### config.mk
export PLATFORM = sky130hd
export DESIGN_NAME = sd_sector_responder
export DESIGN_NICKNAME = d
export VERILOG_FILES = /design/src/rtl/sd_sector_responder.sv
export SDC_FILE = /design/constraint.sdc
export NUM_CORES = 1
export LEC_CHECK = 0
export ABC_AREA = 1
export ABC_CLOCK_PERIOD_IN_PS = 3100
export BUFFER_PORTS_ARGS = -buffer_cell sky130_fd_sc_hd__buf_2
export CAP_MARGIN = 20
export CORE_ASPECT_RATIO = 1.4
export CORE_MARGIN = 2
export CORE_UTILIZATION = 30
export CTS_BUF_LIST = sky130_fd_sc_hd__clkbuf_4
export DETAILED_ROUTE_END_ITERATION = 8
export SLEW_MARGIN = 20
export SYNTH_ARGS = -nofsm -noshare
export SYNTH_HDL_FRONTEND = slang
export SYNTH_SLANG_ARGS = --single-unit
### constraint.sdc
create_clock -name clk_sys -period 3.1 [get_ports clk_sys]
set_clock_uncertainty 0.2 [all_clocks]
set_input_delay 0.155 -clock clk_sys [delete_from_list [all_inputs] [get_ports clk_sys]]
set_output_delay 0.155 -clock clk_sys [all_outputs]
set_load 0.02 [all_outputs]
### src/rtl/sd_sector_responder.sv
// Target-side sector responder: moves one 256-word sector between the sd_buff_* buffer port and a word store.
// Define SD_RESP_READONLY_EN to sequence writes without storing them (err is raised for every write).
`timescale 1ns/1ps

module sd_sector_responder #(
    parameter int SEC_W  = 7,
    parameter int ADDR_W = SEC_W + 8
) (
    input  logic              clk_sys,
    input  logic              reset_n,
    input  logic [31:0]       sd_lba,
    input  logic              sd_rd,
    input  logic              sd_wr,
    output logic              sd_ack,
    output logic [7:0]        sd_buff_addr,
    output logic [15:0]       sd_buff_dout,
    output logic              sd_buff_wr,
    input  logic [15:0]       sd_buff_din,
    output logic [ADDR_W-1:0] mem_addr,
    output logic              mem_req,
    output logic              mem_we,
    output logic [15:0]       mem_wdata,
    input  logic [15:0]       mem_rdata,
    input  logic              mem_ack,
    output logic              busy,
    output logic              err
);

    typedef enum logic [2:0] {
        IDLE, RD_REQ, RD_PUT, WR_ADDR, WR_WAIT, WR_SAMP, WR_REQ, DONE
    } state_t;

`ifdef SD_RESP_READONLY_EN
    localparam logic WR_STORE_EN = 1'b0;
`else
    localparam logic WR_STORE_EN = 1'b1;
`endif

    state_t           state_q, state_d;
    logic [SEC_W-1:0] lba_q, lba_d;
    logic [7:0]       word_q, word_d;
    logic [7:0]       addr_q, addr_d;
    logic [15:0]      dout_q, dout_d;
    logic [15:0]      wdata_q, wdata_d;
    logic             err_q, err_d;

    logic lba_oor;
    logic last_word;

    assign lba_oor   = |sd_lba[31:SEC_W];
    assign last_word = (word_q == 8'hFF);

    // Store handshake: mem_req is held with addr/we/wdata stable until a one-cycle mem_ack.
    // err_q doubles as the "skip the store" flag: an out-of-range or suppressed write never
    // raises mem_req and completes as if mem_ack came one cycle after the request.
    always_comb begin
        state_d = state_q;
        lba_d   = lba_q;
        word_d  = word_q;
        addr_d  = addr_q;
        dout_d  = dout_q;
        wdata_d = wdata_q;
        err_d   = err_q;
        case (state_q)
            IDLE: begin
                if (sd_rd || sd_wr) begin
                    lba_d   = sd_lba[SEC_W-1:0];
                    word_d  = 8'd0;
                    err_d   = lba_oor | (~WR_STORE_EN & ~sd_rd);
                    state_d = sd_rd ? RD_REQ : WR_ADDR;
                end
            end
            RD_REQ: begin
                if (err_q || mem_ack) begin
                    dout_d  = err_q ? 16'hFFFF : mem_rdata;
                    addr_d  = word_q;
                    state_d = RD_PUT;
                end
            end
            RD_PUT: begin
                if (last_word) begin
                    state_d = DONE;
                end else begin
                    word_d  = word_q + 8'd1;
                    state_d = RD_REQ;
                end
            end
            WR_ADDR: begin
                addr_d  = word_q;
                state_d = WR_WAIT;
            end
            WR_WAIT: state_d = WR_SAMP;
            // Buffer RAM has one cycle of latency; data is taken two cycles after the address.
            WR_SAMP: begin
                wdata_d = sd_buff_din;
                state_d = WR_REQ;
            end
            WR_REQ: begin
                if (err_q || mem_ack) begin
                    if (last_word) begin
                        state_d = DONE;
                    end else begin
                        word_d  = word_q + 8'd1;
                        state_d = WR_ADDR;
                    end
                end
            end
            DONE:    state_d = IDLE;
            default: state_d = IDLE;
        endcase
    end

    always_ff @(posedge clk_sys or negedge reset_n) begin
        if (!reset_n) begin
            state_q <= IDLE;
            lba_q   <= '0;
            word_q  <= '0;
            addr_q  <= '0;
            dout_q  <= '0;
            wdata_q <= '0;
            err_q   <= 1'b0;
        end else begin
            state_q <= state_d;
            lba_q   <= lba_d;
            word_q  <= word_d;
            addr_q  <= addr_d;
            dout_q  <= dout_d;
            wdata_q <= wdata_d;
            err_q   <= err_d;
        end
    end

    assign sd_ack       = (state_q != IDLE) && (state_q != DONE);
    assign busy         = (state_q != IDLE);
    assign sd_buff_addr = addr_q;
    assign sd_buff_dout = dout_q;
    assign sd_buff_wr   = (state_q == RD_PUT);
    assign mem_addr     = ADDR_W'({lba_q, word_q});
    assign mem_req      = ((state_q == RD_REQ) || (state_q == WR_REQ)) && !err_q;
    assign mem_we       = (state_q == WR_REQ) && !err_q;
    assign mem_wdata    = wdata_q;
    assign err          = err_q;

endmodule

# Word level (Yosys, flattened, before mapping)
# Index checks and enable logic that the tools add are counted.
dict set report op_classes {
  n_eq_ne 12
  n_reduce_logical 17
  add_sub_neg 1
  mux 14
}
# op count
set ops {}
lappend ops {{8-bit two-way mux} 4}
lappend ops {{25-bit OR reduction} 1}
lappend ops {{3-bit one-hot mux with 8 select lines} 1}
lappend ops {{8-bit one-hot mux with 3 select lines} 1}
lappend ops {{16-bit two-way mux} 1}
lappend ops {{8-bit one-hot mux with 2 select lines} 1}
lappend ops {{3-bit two-way mux} 5}
lappend ops {{3-bit == test, second input constant} 4}
lappend ops {{8-bit by 1-bit adder with 8-bit output, second input constant} 1}
lappend ops {{8-bit == test, second input constant} 1}
lappend ops {{3-bit by 2-bit == test with 1-bit output, second input constant} 2}
lappend ops {{2-bit != test, second input constant} 3}
lappend ops {{2-bit AND reduction} 3}
lappend ops {{3-bit AND reduction} 2}
lappend ops {{3-bit nonzero test} 2}
lappend ops {{3-bit by 1-bit == test with 1-bit output, second input constant} 1}
lappend ops {{1-bit logical AND} 3}
lappend ops {{3-bit zero test} 1}
lappend ops {{1-bit logical OR} 3}
lappend ops {{3-bit != test, second input constant} 1}
lappend ops {{2-bit two-way mux} 1}
lappend ops {{2-bit nonzero test} 1}
lappend ops {{1-bit zero test} 1}
dict set report word_totals {
  in_bits 69
  ff_bits 59
}

# Longest topological paths before layout
# Gate-level depths: netlist of run 1.
dict set report depth {
  ltp_word 4
  depth_mapped 9
  depth_no_buf 9
}

# Worst setup path after synthesis of run 1
# OpenSTA, ideal clock, no wires.
dict set report synth_path {
  kind {register -> register}
  start {register word_q[0]}
  end {register word_q[5]}
  stages_incl_launch_ff 10
  t_arrival_ns 1.413
  synth_period_minus_slack_ns 1.678
  slack_ns 1.422
  required_ns 2.835
  path_buffers 0
  path_cell_list {dfrtp_1 -> ha_1 -> nand2_1 -> nor2_1 -> nand2_1 -> nand2_1 -> nand2_1 -> nand2_4 -> nand2_1 -> nand2_1}
}
dict set report synth_between {
  elab_chain_len 4
  word_cells_on_any_way 5
  classes_between {add/sub (1); eq/ne (1); mux (3)}
}
# element line
set synth_lines {}
lappend synth_lines {{from (decl)} 41} ;# logic [7:0] word_q, word_d;
lappend synth_lines {{from (signal assigned)} 125} ;# word_q <= word_d;
lappend synth_lines {{8-bit by 1-bit adder with 8-bit output / 8-bit == test (equally long branches)} {84, 103, 51}}
lappend synth_lines {{8-bit two-way mux *} {81, 100}}
lappend synth_lines {{8-bit two-way mux} 99} ;# if (err_q || mem_ack) begin
lappend synth_lines {{8-bit one-hot mux with 3 select lines *} 64} ;# case (state_q)
# Mark *: on every way between the ends. The rest lies on a longest branch, timed or not. The select of a mux whose other input is x is not followed.
# A chain may end at the register's enable or synchronous reset.

# Worst setup path after layout of run 1
dict set report layout_path {
  start {input port sd_lba[31]}
  end {register err_q (netlist: err)}
}
dict set report layout_between {
  elab_chain_len 1
}
# element line
set layout_lines {}
lappend layout_lines {{from (decl)} 11} ;# input logic [31:0] sd_lba,
lappend layout_lines {{25-bit OR reduction} 50} ;# assign lba_oor = |sd_lba[31:SEC_W];
lappend layout_lines {{to (signal assigned)} 129} ;# err_q <= err_d;
lappend layout_lines {{to (decl)} 45} ;# logic err_q, err_d;
# Every way passes these cells.

==> results of run 1 <==
## stage by stage
step           power [W]  cell area (um2)  hold WS (ns)  instances
5_1_grt          0.00339             4120        0.0493        604
6_report         0.00316             4120        0.0415        604
2_1_floorplan    0.00222             2800        -0.341        312
3_5_place_dp     0.00262             3530         0.156        542
3_3_place_gp     0.00259             3530         0.150        542
4_1_cts          0.00320             4120        0.0121        604
## registers in the layout, indices dropped and copies added, names as in the netlist
| signal | count |
|---|---|
| state_q | 3 |
| word_q | 8 |
| err | 1 |
| lba_q | 7 |
| mem_wdata | 16 |
| sd_buff_dout | 16 |
| sd_buff_addr | 8 |
## layer usage
metal,global-route usage,wire (um),vias to the layer above
li1,-,-,1355
met1,0.176,3050,1224
met2,0.265,3750,90
met3,0.0286,387,13
met4,0.0774,171,0
met5,0,0,-
## power groups by stage
stage | Sequential, W | Clock, W | Combinational [W]
after global routing | 0.00119 | 0.000577 | 0.00162
after floorplan | 0.00142 | 0 | 0.000803
final | 0.00116 | 0.000521 | 0.00148
after CTS | 0.00116 | 0.000547 | 0.00149
after detailed placement | 0.00117 | 0 | 0.00145
after global placement | 0.00117 | 0 | 0.00142
## area by class of cell
class                   count  area (um2)
clock buffers               9        67.6
clock inverters             7        58.8
fillers                   881        4910
inverters                  21        83.8
multi-input cells         225        1180
flip-flops and latches     59        1480
well taps                 107         134
repair buffers            176        1110
## Yosys cell counts, drive strengths merged
| library cell | count | area share |
|---|---|---|
| o211ai | 1 | 0.0027 |
| ha | 1 | 0.0045 |
| buf | 6 | 0.020 |
| mux2 | 16 | 0.078 |
| or2 | 3 | 0.0067 |
| dfrtp | 59 | 0.53 |
| clkbuf | 1 | 0.0013 |
| nand4 | 2 | 0.0045 |
| o21ai | 5 | 0.013 |
| clkinv | 1 | 0.0013 |
| a21oi | 29 | 0.056 |
| nand2 | 87 | 0.13 |
| inv | 20 | 0.029 |
| nor2 | 71 | 0.11 |
| nor3 | 2 | 0.0036 |
| nand3 | 8 | 0.016 |
## logic make-up (layout without fill, tap and decap cells)
kind of cell,after synthesis,after routing
AND/OR/NAND/NOR,173,173
flip-flops,59,59
AO/OA/AOI/OAI,35,35
buffers and inverters,28,213
multiplexers,16,16
adder cells (fa/ha/maj),1,1
## worst max-delay path, delay by kind of cell
kind / cells / cell delay, ns
buf+inv: 5 / 2.31
simple gates: 4 / 0.29
## worst max path at each step
stage	end	slack, ns	depth (start not counted)
2_1_floorplan	word_q[5]$_DFFE_PN0P_	1.42	9
5_1_grt	err$_DFFE_PN0P_	0.41	9
4_1_cts	err$_DFFE_PN0P_	0.51	9
3_5_place_dp	sd_buff_dout[3]$_DFFE_PN0P_	1.05	4
3_3_place_gp	sd_buff_dout[6]$_DFFE_PN0P_	1.13	4
6_report	err$_DFFE_PN0P_	0.47	9
==> summary.md, run 1 <==
| Metric | Value |
|---|---|
| Status | `completed` |
| Mapped Area | `2800 um2` |
| Hold EP | `lba_q[4]$_DFFE_PN0P_` |
| Post-CTS Hold Fix Bufs | `46` |
| Maximum fanout along the worst path | `1` |
| CP max stage delay | `roughly 0.56 ns` |
| First-pass GRT wire length | `12200 um` |
| Power share of the sequential group | `0.368` |
| Crit Path Category | `input pin to register` |
| Syn_nets | `382` |
| Commonest cells after routing, fill and taps aside | `buf_2 (129), nand2_1 (81), nor2_1 (67)` |
| Worst Hold Class | `input pin to register` |
| Largest family of logic cells by synthesized area | `simple AND/OR/NAND/NOR gates` |
| Total Die Area | `10100 um2` |
| IO Pins | `130` |
| Core Rows | `about 40` |
| Post-CTS Setup Bufs | `0` |
| Flop2flop setup slack | `0.86 ns` |
| Critical-path top delay cell | `dlygate4sd3_1` |
| Setup crit end kind | `register` |
| Avg Inst Size Synth | `8.98 um2` |
| Clock slew at reported path FFs | `0.10 ns` |
| Largest net degree at the start of global routing | `42` |
| Worst setup startpoint | `sd_lba[31]` |
| Vias per cell | `4.44` |
| Post-Synth Adder-Cell Area | `0.00446` |
| Worst hold path cell count | `6` |
| HPWL after DPL | `about 5100 um` |
| P_int | `0.00180 W` |
| Area growth from synthesis to layout | `46.9%` |
| Worst skew pair latency | `0.41 ns` |
| Static leakage | `2.04 nW` |
| Psw | `0.00136 W` |
| First DRT Iteration DRCs | `56` |
| CP most frequent cell | `dlygate4sd3_1` |
| Fmax | `380 MHz` |
| XOR/XNOR share of the synthesized area | `0` |
| R2R Path Start | `state_q[2]$_DFFE_PN0P_` |
| Cts bufs inserted | `9` |
| Nets | `between 500 and 600` |
| Worst Slack Setup Final | `0.467 ns` |
| Final Hold Fails | `0` |
| Crit path launch type | `input pin` |
| CTS tree | `done` |
| Cell variety after synth | `29` |
| Synthesis warning total | `0` |
| Grt ovf | `0` |
| P per Cell Area | `767 nW/um2` |
| Max-cap violations | `0` |
| Initial antenna violation count | `0` |
| Ant. Diodes | `0` |
| Slew at the pin with the worst max-slew slack | `0.920 ns` |
| Die W | `85.7 um` |
| WP data arrival | `2.75 ns` |
| Post-route DRC | `0` |
| Total length of routed wires | `7350 um` |
| Clk buf depth | `2` |
| Setup TNS | `0 ns` |
| CP cell instances | `dlygate4sd3_1 > buf_2 > nor3_1 > dlygate4sd3_1 > nand2_1 > dlygate4sd3_1 > nor2_1 > dlygate4sd3_1 > nor2_1` |
| Most common cell after layout, fill and taps aside | `buf_2` |
| Fin crit period | `2.63 ns` |
| Via Count | `2682` |
| Peak supply drop | `0.314 mV` |
| CORE AREA | `9030 um2` |
| Htree depth | `3` |
| Pre-CTS setup slack | `approximately 1.1 ns` |
| All-Layer GR Usage | `0.153` |
| Synth Register Bits | `59` |
| Layout cells sized above 1 | `0.360` |
| HP Start | `sd_wr` |
| Clk Tree Root Cell | `clkbuf_4` |
| Combinational group share of total power | `0.467` |
| RSZ-0062 raised after global routing | `no` |
| First-pass detailed-route iteration total | `4` |
| Post-synthesis mux area share | `0.0777` |
| Clk sinks | `59` |
| Sw frac | `0.430` |
| Max-slew violations | `0` |
| Final Util | `0.456` |
| Placer congestion estimate | `about 0.76` |
| Crit share post-route | `0.849` |
| Compound-Gate Fraction of Synth Area | `0.0714` |
| Synthesized instance count | `312` |
| Synth Area in Simple Gates | `0.269` |
| Drt wl/cell | `12.2 um` |
| Die H | `118 um` |
| Power share of the clock group | `0.165` |
| Worst reg2reg path depth | `9` |
| Worst rel slew slack | `0.387` |
| Port Buf Inserts | `129` |
| Final Setup Violations | `0` |
| Post-route ant nets | `0` |
| CTS resizes | `0` |
| Post-synthesis sequential area ratio | `0.527` |
| R2r endpoint | `err$_DFFE_PN0P_` |
| Vias in the first global route | `2684` |
| Initial core utilization | `0.310` |
| Required time of the critical path | `3.22 ns` |
(Power assumes the default switching activity.)
==> run 2: changes to the inputs <==
Settings changed: ABC_CLOCK_PERIOD_IN_PS 3100 to 2410.
Clock period 3.1 ns to 2.41 ns, I/O delays scaled along.
==> run 2 against run 1 <==
  * Combinational power rose by 36%
  * Clock power rose by 58%
  * Wire length rose by 6.0%
  * Sequential share of layout area fell by 1.9 points
  * Largest cell class unchanged
  * Utilization rose by 2.5 points
  * Die area did not move
  * Clock-buffer cell count rose by 1
==> summary.md, run 2 (synthesized netlist as in run 1, its figures left out) <==
| Metric | Value |
|---|---|
| Status | `completed` |
| Via Count | `2814` |
| Post-CTS Setup Bufs | `0` |
| Max-slew violations | `0` |
| Grt ovf | `0` |
| Placer congestion estimate | `0.835` |
| Pre-CTS setup slack | `0.620 ns` |
| Total length of routed wires | `7800 um` |
| Initial antenna violation count | `0` |
| First-pass GRT wire length | `13100 um` |
| Worst skew pair latency | `approximately 0.39 ns` |
| Cell Area, Placed | `3550 um2` |
| CTS resizes | `0` |
| Crit Path Category | `input pin to register` |
| Vias per cell | `4.52` |
| Worst Hold Class | `input pin to register` |
| First DRT Iteration DRCs | `62` |
| Inst Count DP | `~540` |
| Clk buf depth | `2` |
| Crit share post-route | `0.944` |
| Finished Layout Cells | `622` |
| Die W | `85.7 um` |
| Core Rows | `about 40` |
| Area growth from synthesis to layout | `55.1%` |
| Vias in the first global route | `2917` |
| Fin crit period | `2.27 ns` |
| Post-route DRC | `0` |
| Clk sinks | `59` |
| Ant. Diodes | `0` |
| First-pass detailed-route iteration total | `4` |
| CP cell instances | `dlygate4sd3_1 > buf_2 > nor2_1 > dlygate4sd3_1 > nand2_1 > dlygate4sd3_1 > nor2_1 > nand3_1 > nor2_1 > nor2_1` |
| CORE AREA | `around 9000 um2` |
| Crit path launch type | `input pin` |
| Commonest cells after routing, fill and taps aside | `buf_2 (129), nand2_1 (81), nor2_1 (67)` |
| Post-layout instance area | `about 4300 um2` |
| GRT busiest layer | `met2` |
| Setup TNS | `0 ns` |
| Layout cells sized above 1 | `0.355` |
| Cts bufs inserted | `9` |
| CP most frequent cell | `nor2_1` |
| Slew at the pin with the worst max-slew slack | `roughly 0.74 ns` |
| Clock slew at reported path FFs | `0.10 ns` |
| Required time of the critical path | `2.50 ns` |
| Met3 usage | `0.0538` |
| HPWL after DPL | `5250 um` |
| Worst Slack Setup Final | `0.136 ns` |
| Initial core utilization | `0.310` |
| Critical-path top delay cell | `dlygate4sd3_1` |
| P per Cell Area | `between 900 and 1000 nW/um2` |
| All-Layer GR Usage | `0.161` |
| Most common cell after layout, fill and taps aside | `buf_2` |
| Met1 Use GR | `0.174` |
| CTS tree | `done` |
| Max-cap violations | `0` |
| CP max stage delay | `0.55 ns` |
| Fmax | `440 MHz` |
| Peak supply drop | `~0.6 mV` |
| Total Die Area | `10100 um2` |
| GR met2 Demand/Resource | `0.287` |
| Port Buf Inserts | `129` |
| Post-route ant nets | `0` |
| Static leakage | `2.13 nW` |
| Final Util | `0.481` |
| WP data arrival | `2.37 ns` |
| Htree depth | `3` |
| Worst rel slew slack | `0.508` |
| IO Pins | `130` |
| Maximum fanout along the worst path | `1` |
| RSZ-0062 raised after global routing | `no` |
| Setup crit end kind | `register` |
| Drt wl/cell | `12.5 um` |
| Largest net degree at the start of global routing | `33` |
| Nets | `a little under 600` |
| Die H | `118 um` |
| Final Setup Violations | `0` |
| Flop2flop setup slack | `0.29 ns` |
| Clk Tree Root Cell | `clkbuf_4` |
| Final Hold Fails | `0` |
[run 2: metrics by stage]
stage,hold slack (ns),total power [W]
global route,0.142,0.00466
finish,0.124,0.00433
CTS,0.0837,0.00438
global placement,0.0158,0.00332
detailed placement,0.0288,0.00337
floorplan,-0.375,0.00286
[run 2: cell type report]
class                   instances  area, um2
repair buffers                194       1300
clock inverters                 6       90.1
inverters                      21       83.8
fillers                       851       4680
multi-input cells             225       1180
well taps                     107        134
flip-flops and latches         59       1480
clock buffers                  10       75.1
[run 2: worst paths after layout]
check | start | to | depth (start not counted)
max | sd_lba[19] | err$_DFFE_PN0P_ | 10
min | sd_wr | word_q[3]$_DFFE_PN0P_ | 8
max reg2reg | state_q[2]$_DFFE_PN0P_ | lba_q[3]$_DFFE_PN0P_ | 8
min reg2reg | mem_wdata[4]$_DFFE_PN0P_ | mem_wdata[4]$_DFFE_PN0P_ | 1
max in group asynchronous | reset_n | word_q[0]$_DFFE_PN0P_ | 3
min in group asynchronous | reset_n | sd_buff_dout[13]$_DFFE_PN0P_ | 2
[run 2: worst max-delay path, delay by kind of cell]
kind          cells  cell delay [ns]
buf+inv           4             1.76
simple gates      6             0.48
[run 2: per-layer routing]
layer  vias up  share of wire
met1      1301           0.39
li1       1387              -
met4         0          0.019
met2       113           0.52
met5         -              0
met3        13          0.067
[run 2: repair_timing]
action,in CTS,in global routing
setup endpoints to repair,0,0
endpoints found under the hold margin,73,0
hold buffers,63,0
[run 2: where the power goes]
part	switching (W)	internal, W	total (W)
registers	0.000205	0.00129	0.00149
logic	0.00119	0.000826	0.00202
clock network	0.000387	0.000434	0.000821
